## src/rtl/lemming_bridge_arbiter_if.sv

```systemverilog
// Request/grant bundle between the per-lemming walk FSMs (master) and the
// bridge arbiter (slave).
interface lemming_bridge_arbiter_if #(
  parameter int N = 4
) ();
  logic [N-1:0] req;
  logic [N-1:0] dir;
  logic [N-1:0] grant;
  logic         cross_dir;
  logic         busy;
  logic         done;

  modport master (
    output req,
    output dir,
    input  grant,
    input  cross_dir,
    input  busy,
    input  done
  );

  modport slave (
    input  req,
    input  dir,
    output grant,
    output cross_dir,
    output busy,
    output done
  );
endinterface

```

## src/rtl/lemming_bridge_arbiter.sv

```systemverilog
// Round-robin arbiter sharing a one-lane bridge among N lemmings, holding each
// grant for a fixed crossing time and inserting a gap on direction reversal.
//
// state  | meaning
// -------+-----------------------------------------------------------------
// IDLE   | bridge empty, no grant; any request starts a crossing next cycle
// CROSS  | one lemming owns the bridge; counter runs CROSS_CYCLES-1 down to 0
// TURN   | reversal gap, no grant; latched winner waits TURN_CYCLES cycles
module lemming_bridge_arbiter #(
  parameter int N            = 4,
  parameter int CROSS_CYCLES = 8,
  parameter int TURN_CYCLES  = 2
) (
  input  logic                     clk,
  input  logic                     reset,
  lemming_bridge_arbiter_if.slave  bus
);

  localparam int PW    = (N > 1) ? $clog2(N) : 1;
  localparam int MAXC  = (CROSS_CYCLES > TURN_CYCLES) ? CROSS_CYCLES : TURN_CYCLES;
  localparam int CNT_W = $clog2(MAXC + 1);

  localparam logic [CNT_W-1:0] CROSS_LOAD = CNT_W'(CROSS_CYCLES - 1);
  localparam logic [CNT_W-1:0] TURN_LOAD  = CNT_W'(TURN_CYCLES - 1);
  localparam logic [PW-1:0]    LAST_IDX   = PW'(N - 1);

  typedef enum logic [1:0] {
    IDLE  = 2'd0,
    CROSS = 2'd1,
    TURN  = 2'd2
  } state_t;

  state_t           state_q,     state_d;
  logic [N-1:0]     grant_q,     grant_d;
  logic             cross_dir_q, cross_dir_d;
  logic [PW-1:0]    ptr_q,       ptr_d;
  logic [PW-1:0]    win_q,       win_d;
  logic             wdir_q,      wdir_d;
  logic [CNT_W-1:0] cnt_q,       cnt_d;

  logic [PW-1:0]    next_ptr;
  logic [PW-1:0]    sel_base;
  logic [PW-1:0]    sel_idx;
  logic             sel_found;
  logic [N-1:0]     sel_onehot;
  logic [N-1:0]     win_onehot;

  assign next_ptr = (win_q == LAST_IDX) ? '0 : win_q + 1'b1;

  // At the end of a crossing the scan starts just past the finishing lemming,
  // so the pointer update and the new selection happen in the same cycle.
  always_comb begin
    int tmp;
    tmp       = 0;
    sel_found = 1'b0;
    sel_idx   = '0;
    sel_base  = (state_q == CROSS) ? next_ptr : ptr_q;
    for (int k = N - 1; k >= 0; k--) begin
      tmp = int'(sel_base) + k;
      if (tmp >= N) tmp = tmp - N;
      if (bus.req[tmp[PW-1:0]]) begin
        sel_found = 1'b1;
        sel_idx   = tmp[PW-1:0];
      end
    end
  end

  always_comb begin
    sel_onehot          = '0;
    sel_onehot[sel_idx] = 1'b1;
    win_onehot          = '0;
    win_onehot[win_q]   = 1'b1;
  end

  always_comb begin
    state_d     = state_q;
    grant_d     = grant_q;
    cross_dir_d = cross_dir_q;
    ptr_d       = ptr_q;
    win_d       = win_q;
    wdir_d      = wdir_q;
    cnt_d       = cnt_q;

    unique case (state_q)
      IDLE: begin
        grant_d = '0;
        if (sel_found) begin
          state_d     = CROSS;
          win_d       = sel_idx;
          cross_dir_d = bus.dir[sel_idx];
          grant_d     = sel_onehot;
          cnt_d       = CROSS_LOAD;
        end
      end

      CROSS: begin
        if (cnt_q != '0) begin
          cnt_d = cnt_q - 1'b1;
        end else begin
          ptr_d = next_ptr;
          if (!sel_found) begin
            state_d = IDLE;
            grant_d = '0;
          end else if (bus.dir[sel_idx] == cross_dir_q) begin
            win_d   = sel_idx;
            grant_d = sel_onehot;
            cnt_d   = CROSS_LOAD;
          end else begin
            state_d = TURN;
            win_d   = sel_idx;
            wdir_d  = bus.dir[sel_idx];
            grant_d = '0;
            cnt_d   = TURN_LOAD;
          end
        end
      end

      TURN: begin
        grant_d = '0;
        // A waiting lemming that gives up releases the bridge for re-arbitration.
        if (!bus.req[win_q]) begin
          state_d = IDLE;
        end else if (cnt_q == '0) begin
          state_d     = CROSS;
          grant_d     = win_onehot;
          cross_dir_d = wdir_q;
          cnt_d       = CROSS_LOAD;
        end else begin
          cnt_d = cnt_q - 1'b1;
        end
      end

      default: begin
        state_d = IDLE;
        grant_d = '0;
      end
    endcase
  end

  always_ff @(posedge clk) begin
    if (reset) begin
      state_q     <= IDLE;
      grant_q     <= '0;
      cross_dir_q <= 1'b0;
      ptr_q       <= '0;
      win_q       <= '0;
      wdir_q      <= 1'b0;
      cnt_q       <= '0;
    end else begin
      state_q     <= state_d;
      grant_q     <= grant_d;
      cross_dir_q <= cross_dir_d;
      ptr_q       <= ptr_d;
      win_q       <= win_d;
      wdir_q      <= wdir_d;
      cnt_q       <= cnt_d;
    end
  end

  assign bus.grant     = grant_q;
  assign bus.cross_dir = cross_dir_q;
  assign bus.busy      = (state_q != IDLE);
  assign bus.done      = (state_q == CROSS) && (cnt_q == '0);

endmodule

```

## src/flat_wrapper.sv

```systemverilog
// flat-port wrapper written by rule: the top's interface ports become plain ports
module lemming_bridge_arbiter_flat 
#(
  parameter int N            = 4,
  parameter int CROSS_CYCLES = 8,
  parameter int TURN_CYCLES  = 2
)
  (clk, reset, bus_req, bus_dir, bus_grant, bus_cross_dir, bus_busy, bus_done);
  lemming_bridge_arbiter_if #(.N(N)) bus_i ();
  input  logic clk;
  input  logic reset;
  input wire logic [$bits(bus_i.req)-1:0] bus_req;
  input wire logic [$bits(bus_i.dir)-1:0] bus_dir;
  output wire logic [$bits(bus_i.grant)-1:0] bus_grant;
  output wire logic [$bits(bus_i.cross_dir)-1:0] bus_cross_dir;
  output wire logic [$bits(bus_i.busy)-1:0] bus_busy;
  output wire logic [$bits(bus_i.done)-1:0] bus_done;
  assign bus_i.req = bus_req;
  assign bus_i.dir = bus_dir;
  assign bus_grant = bus_i.grant;
  assign bus_cross_dir = bus_i.cross_dir;
  assign bus_busy = bus_i.busy;
  assign bus_done = bus_i.done;
  lemming_bridge_arbiter #(.N(N), .CROSS_CYCLES(CROSS_CYCLES), .TURN_CYCLES(TURN_CYCLES)) u_core (.clk(clk), .reset(reset), .bus(bus_i));
endmodule
```

## config.mk

```make
export PLATFORM = sky130hd
export DESIGN_NAME = lemming_bridge_arbiter_flat
export DESIGN_NICKNAME = d
export VERILOG_FILES = /design/src/rtl/lemming_bridge_arbiter_if.sv /design/src/rtl/lemming_bridge_arbiter.sv /design/src/flat_wrapper.sv
export SDC_FILE = /design/constraint.sdc
export NUM_CORES = 1
export LEC_CHECK = 0
export BUFFER_PORTS_ARGS = -buffer_cell sky130_fd_sc_hd__buf_2
export CELL_PAD_IN_SITES_DETAIL_PLACEMENT = 0
export CELL_PAD_IN_SITES_GLOBAL_PLACEMENT = 2
export CORE_MARGIN = 2
export CORE_UTILIZATION = 37
export DETAILED_ROUTE_END_ITERATION = 10
export GPL_TIMING_DRIVEN = 0
export PLACE_DENSITY = 0.92
export SYNTH_ARGS = -nofsm -noshare
export SYNTH_HDL_FRONTEND = slang
export SYNTH_SLANG_ARGS = --single-unit
export TNS_END_PERCENT = 50
```

## constraint.sdc

```tcl
create_clock -name clk -period 7.1 [get_ports clk]
set_input_delay 1.065 -clock clk [delete_from_list [all_inputs] [get_ports clk]]
set_output_delay 1.065 -clock clk [all_outputs]
set_load 0.05 [all_outputs]
```

==> results.sh <==
export IMPL_cts_tree="yes"
export IMPL_synth_top_family_by_area="simple AND/OR/NAND/NOR gates"
export IMPL_finalSetupViolCount=0
export IMPL_via_count=1509
export IMPL_initial_core_util_pct=38.69
export IMPL_holdBufCountCts=0
export IMPL_antenna_found_initial=0
export IMPL_synth_top_area_share_pct=20.70
export IMPL_final_net_count=232
export IMPL_post_synth_main_area_contributors="sky130_fd_sc_hd__dfxtp_1 (21%), sky130_fd_sc_hd__ha_1 (8.9%), sky130_fd_sc_hd__nand2_1 (6.1%), sky130_fd_sc_hd__mux2i_1 (5.2%), sky130_fd_sc_hd__a21oi_1 (4.5%)"
export IMPL_yosysTopAreaCell="sky130_fd_sc_hd__dfxtp_1"
export IMPL_number_of_global_route_vias_before_repair=1395
export IMPL_clock_fmax_mhz=293.2
export IMPL_areaGrowthSynthToFinish_pct=12.45
export IMPL_io_pins=17
export IMPL_clock_path_buffers=2
export IMPL_via_per_inst=5.804
export IMPL_insertedDiodeCount=0
export IMPL_async_flop_share_pct=0
export IMPL_power_clock_fraction_pct=11.3
export IMPL_worstPathMaxFanout=8
export IMPL_maxCapViolCount=0
export IMPL_class_of_the_most_critical_setup_path="flop to flop"
export IMPL_crit_required_ns=7.27
export IMPL_max_slew_margin_pct=63.70
export IMPL_synth_seq_cells=16
export IMPL_cts_repair_timing_setup_buffer_count=0
export IMPL_grt_remaining_overflow=0
export IMPL_detail_route_wirelength_mm=3.959
export IMPL_final_min_period_over_clock_period_pct=48.04
export IMPL_hpwl_mm=3.046
export IMPL_synth_cells=191
export IMPL_cts_root_buf="sky130_fd_sc_hd__clkbuf_8"
export IMPL_crit_path_start_kind="flop"
export IMPL_synth_yosys_warnings=0
export IMPL_synth_compound_gate_area_share_pct=25.06
export IMPL_report_final_slew_viol_count=0
export IMPL_synth_cell_type_count=61
export IMPL_synth_enable_flop_cells=0
export IMPL_cts_htree_levels=1
export IMPL_timing_setup_tns_ns=0
export IMPL_timing_final_crit_period_ns=3.411
export IMPL_power_switching_fraction_pct=51.54
export IMPL_maximum_number_of_pins_on_one_net_before_global_route_repair=11
export IMPL_hp_class="flop to flop"
export IMPL_wire_per_inst_um=15.23
export IMPL_utilization_pct=43.51
export IMPL_fp_dieArea_um2=4716
export IMPL_vdd_drop_max_mv=0.1996
export IMPL_clk_pin_slew_ns=0.07
export IMPL_gpl_congestion=0.7353
export IMPL_tightestPinTransition_ns=0.5423
export IMPL_synth_flop_cell="sky130_fd_sc_hd__dfxtp_1"
export IMPL_cts_repair_resized=0
export IMPL_chipHeight_um=68.68
export IMPL_port_buffer_count=15
export IMPL_timing_final_hold_violations=0
export IMPL_syn_nets=212
export IMPL_numClockSinks=16
export IMPL_outcome="finished, final reports clean"
export IMPL_average_instance_area_after_synthesis_um2=8.103
export IMPL_first_pass_grt_wire_length_mm=6.410
export IMPL_drc_errors=0
export IMPL_share_of_final_layout_standard_cells_stronger_than_drive_strength_1_pct=21.43
export IMPL_post_synth_xor_area_fraction_pct=1.617
export IMPL_post_synth_and_or_nand_nor_area_fraction_pct=27.57
export IMPL_timing_clock_skew_ns=0.003930
export IMPL_final_antenna_net_count=0
export IMPL_intPower_w=0.0003648
export IMPL_synthAdderAreaFrac_pct=8.892
export IMPL_die_boundary_width_um=68.68
export IMPL_grt_setup_unrepaired="no"
export IMPL_grt_util_all_layers_pct=18.18
export IMPL_drt_iter0_drc=46
export IMPL_cts_buffers=3
export IMPL_critical_path_arrival_ns=3.58
export IMPL_power_density_nw_per_um2=432.5
export IMPL_critical_path_endpoint_type="flop"
export IMPL_drt_pre_antenna_iters=4
export IMPL_sequentialPowerShare_pct=20.1
export IMPL_syn_area_um2=1548
export IMPL_yosys_mux_area_fraction_pct=10.99
export IMPL_ys_seq_area_share_pct=20.70
export IMPL_netsw_w=0.0003880
export IMPL_power_frac_comb_pct=68.6
export IMPL_placement_rows=23
export IMPL_static_leakage_power_nw=0.7053
export IMPL_worstSkewPairLatency_ns=0.26
export IMPL_core_area_um2=4000
metal layers:
metal / GRT usage (%) / wire (um)
met1: 22.78 / 1809
met2: 31.61 / 1922
met3: 2.273 / 162
met4: 6.750 / 65
met5: 0 / 0
path summary, 6_finish.rpt:
check,start,end,slack [ns],cells past startpoint
setup reg to reg,u_core.win_q[0],u_core.cnt_q[1],3.69,11
setup / recovery,u_core.win_q[0],u_core.cnt_q[1],3.69,11
hold / removal,u_core.cnt_q[2],u_core.cnt_q[2],0.51,2
hold reg to reg,u_core.cnt_q[2],u_core.cnt_q[2],0.51,2
stage by stage:
step	std cells	cell area (um^2)	total power, W	worst slack (ns)	hold slack, ns
2_1_floorplan	191	1548	0.0005557	4.234	0.4624
3_3_place_gp	256	1685	0.0006485	3.763	0.4845
3_5_place_dp	256	1685	0.0006636	3.610	0.4949
4_1_cts	260	1740	0.0007497	3.687	0.5043
5_1_grt	260	1740	0.0008089	3.409	0.5296
6_report	260	1740	0.0007528	3.689	0.5111
flip-flops by register name, indices dropped and copies added, names as in the netlist:
name / cells
u_core.bus.grant: 4
u_core.win_q: 2
u_core.bus.cross_dir: 1
u_core.state_q: 2
u_core.wdir_q: 1
u_core.ptr_q: 2
u_core.cnt_q: 4
final cells by class:
cell class / count / area [um^2]
sequential: 16 / 320.3
tap: 50 / 62.56
clock buffer: 4 / 55.05
inverter: 11 / 41.29
multi-input combinational: 157 / 1147
buffer: 7 / 38.79
timing repair buffer: 15 / 75.07
fill: 409 / 2260
cell usage in the layout (no fill, tap or decap), drive strengths merged, types with 2 or more instances in the layout:
cell,Yosys,final
buf,3,18
nor2,16,16
a22oi,2,2
clkbuf,4,8
nor3,7,7
inv,10,10
or2,2,2
o31ai,3,3
o21ai,13,13
or3b,2,2
ha,11,11
and2,3,3
a311oi,2,2
nand3,6,6
nor4b,3,3
o32a,2,2
a21oi,14,14
a211oi,2,2
a32o,2,2
nand2,26,26
o41ai,2,2
mux2i,11,11
nor3b,2,2
nor2b,2,2
a31oi,2,2
o22ai,2,2
dfxtp,16,16
kinds of logic (layout without fill, tap and decap cells):
logic type               after synthesis  count (layout)
flip-flops                            16              16
adder cells (fa/ha/maj)               11              11
buffers and inverters                 18              37
AND/OR/NAND/NOR                       77              77
AO/OA/AOI/OAI                         55              55
XOR/XNOR                               2               2
multiplexers                          12              12
critical path, cell delays in order (launching register included):
cell,delay [ns]
sky130_fd_sc_hd__dfxtp_1,0.47
sky130_fd_sc_hd__inv_1,0.11
sky130_fd_sc_hd__ha_1,0.38
sky130_fd_sc_hd__mux2i_4,0.29
sky130_fd_sc_hd__a211oi_1,0.14
sky130_fd_sc_hd__o2bb2ai_1,0.18
sky130_fd_sc_hd__nor4b_4,0.54
sky130_fd_sc_hd__mux2i_1,0.37
sky130_fd_sc_hd__mux2i_4,0.15
sky130_fd_sc_hd__xnor2_2,0.31
sky130_fd_sc_hd__o31ai_1,0.10
sky130_fd_sc_hd__a311oi_1,0.28
power by group through the flow:
stage	Combinational [W]	Sequential [W]	Clock (W)
global route	0.000563	0.000156	0.0000897
CTS	0.000514	0.000151	0.0000854
floorplan	0.000371	0.000185	0
finish	0.000517	0.000151	0.0000848
global placement	0.000498	0.000151	0
detailed placement	0.000511	0.000153	0
Yosys cell counts (2+ instances only):
cell / instances
sky130_fd_sc_hd__a21oi_1: 14
sky130_fd_sc_hd__dfxtp_1: 16
sky130_fd_sc_hd__a211oi_1: 2
sky130_fd_sc_hd__o21ai_0: 10
sky130_fd_sc_hd__a32o_1: 2
sky130_fd_sc_hd__o31ai_1: 2
sky130_fd_sc_hd__and2_1: 2
sky130_fd_sc_hd__o22ai_1: 2
sky130_fd_sc_hd__a22oi_2: 2
sky130_fd_sc_hd__o21ai_1: 2
sky130_fd_sc_hd__o41ai_1: 2
sky130_fd_sc_hd__ha_1: 11
sky130_fd_sc_hd__nor2_1: 16
sky130_fd_sc_hd__a31oi_1: 2
sky130_fd_sc_hd__nor2b_1: 2
sky130_fd_sc_hd__or2_2: 2
sky130_fd_sc_hd__inv_1: 10
sky130_fd_sc_hd__nand3_1: 6
sky130_fd_sc_hd__nor3_1: 6
sky130_fd_sc_hd__nor3b_1: 2
sky130_fd_sc_hd__clkbuf_1: 4
sky130_fd_sc_hd__mux2i_1: 8
sky130_fd_sc_hd__nand2_1: 25
sky130_fd_sc_hd__a311oi_1: 2
sky130_fd_sc_hd__mux2i_4: 3
No activity file was read; power rests on OpenSTA's default activity.
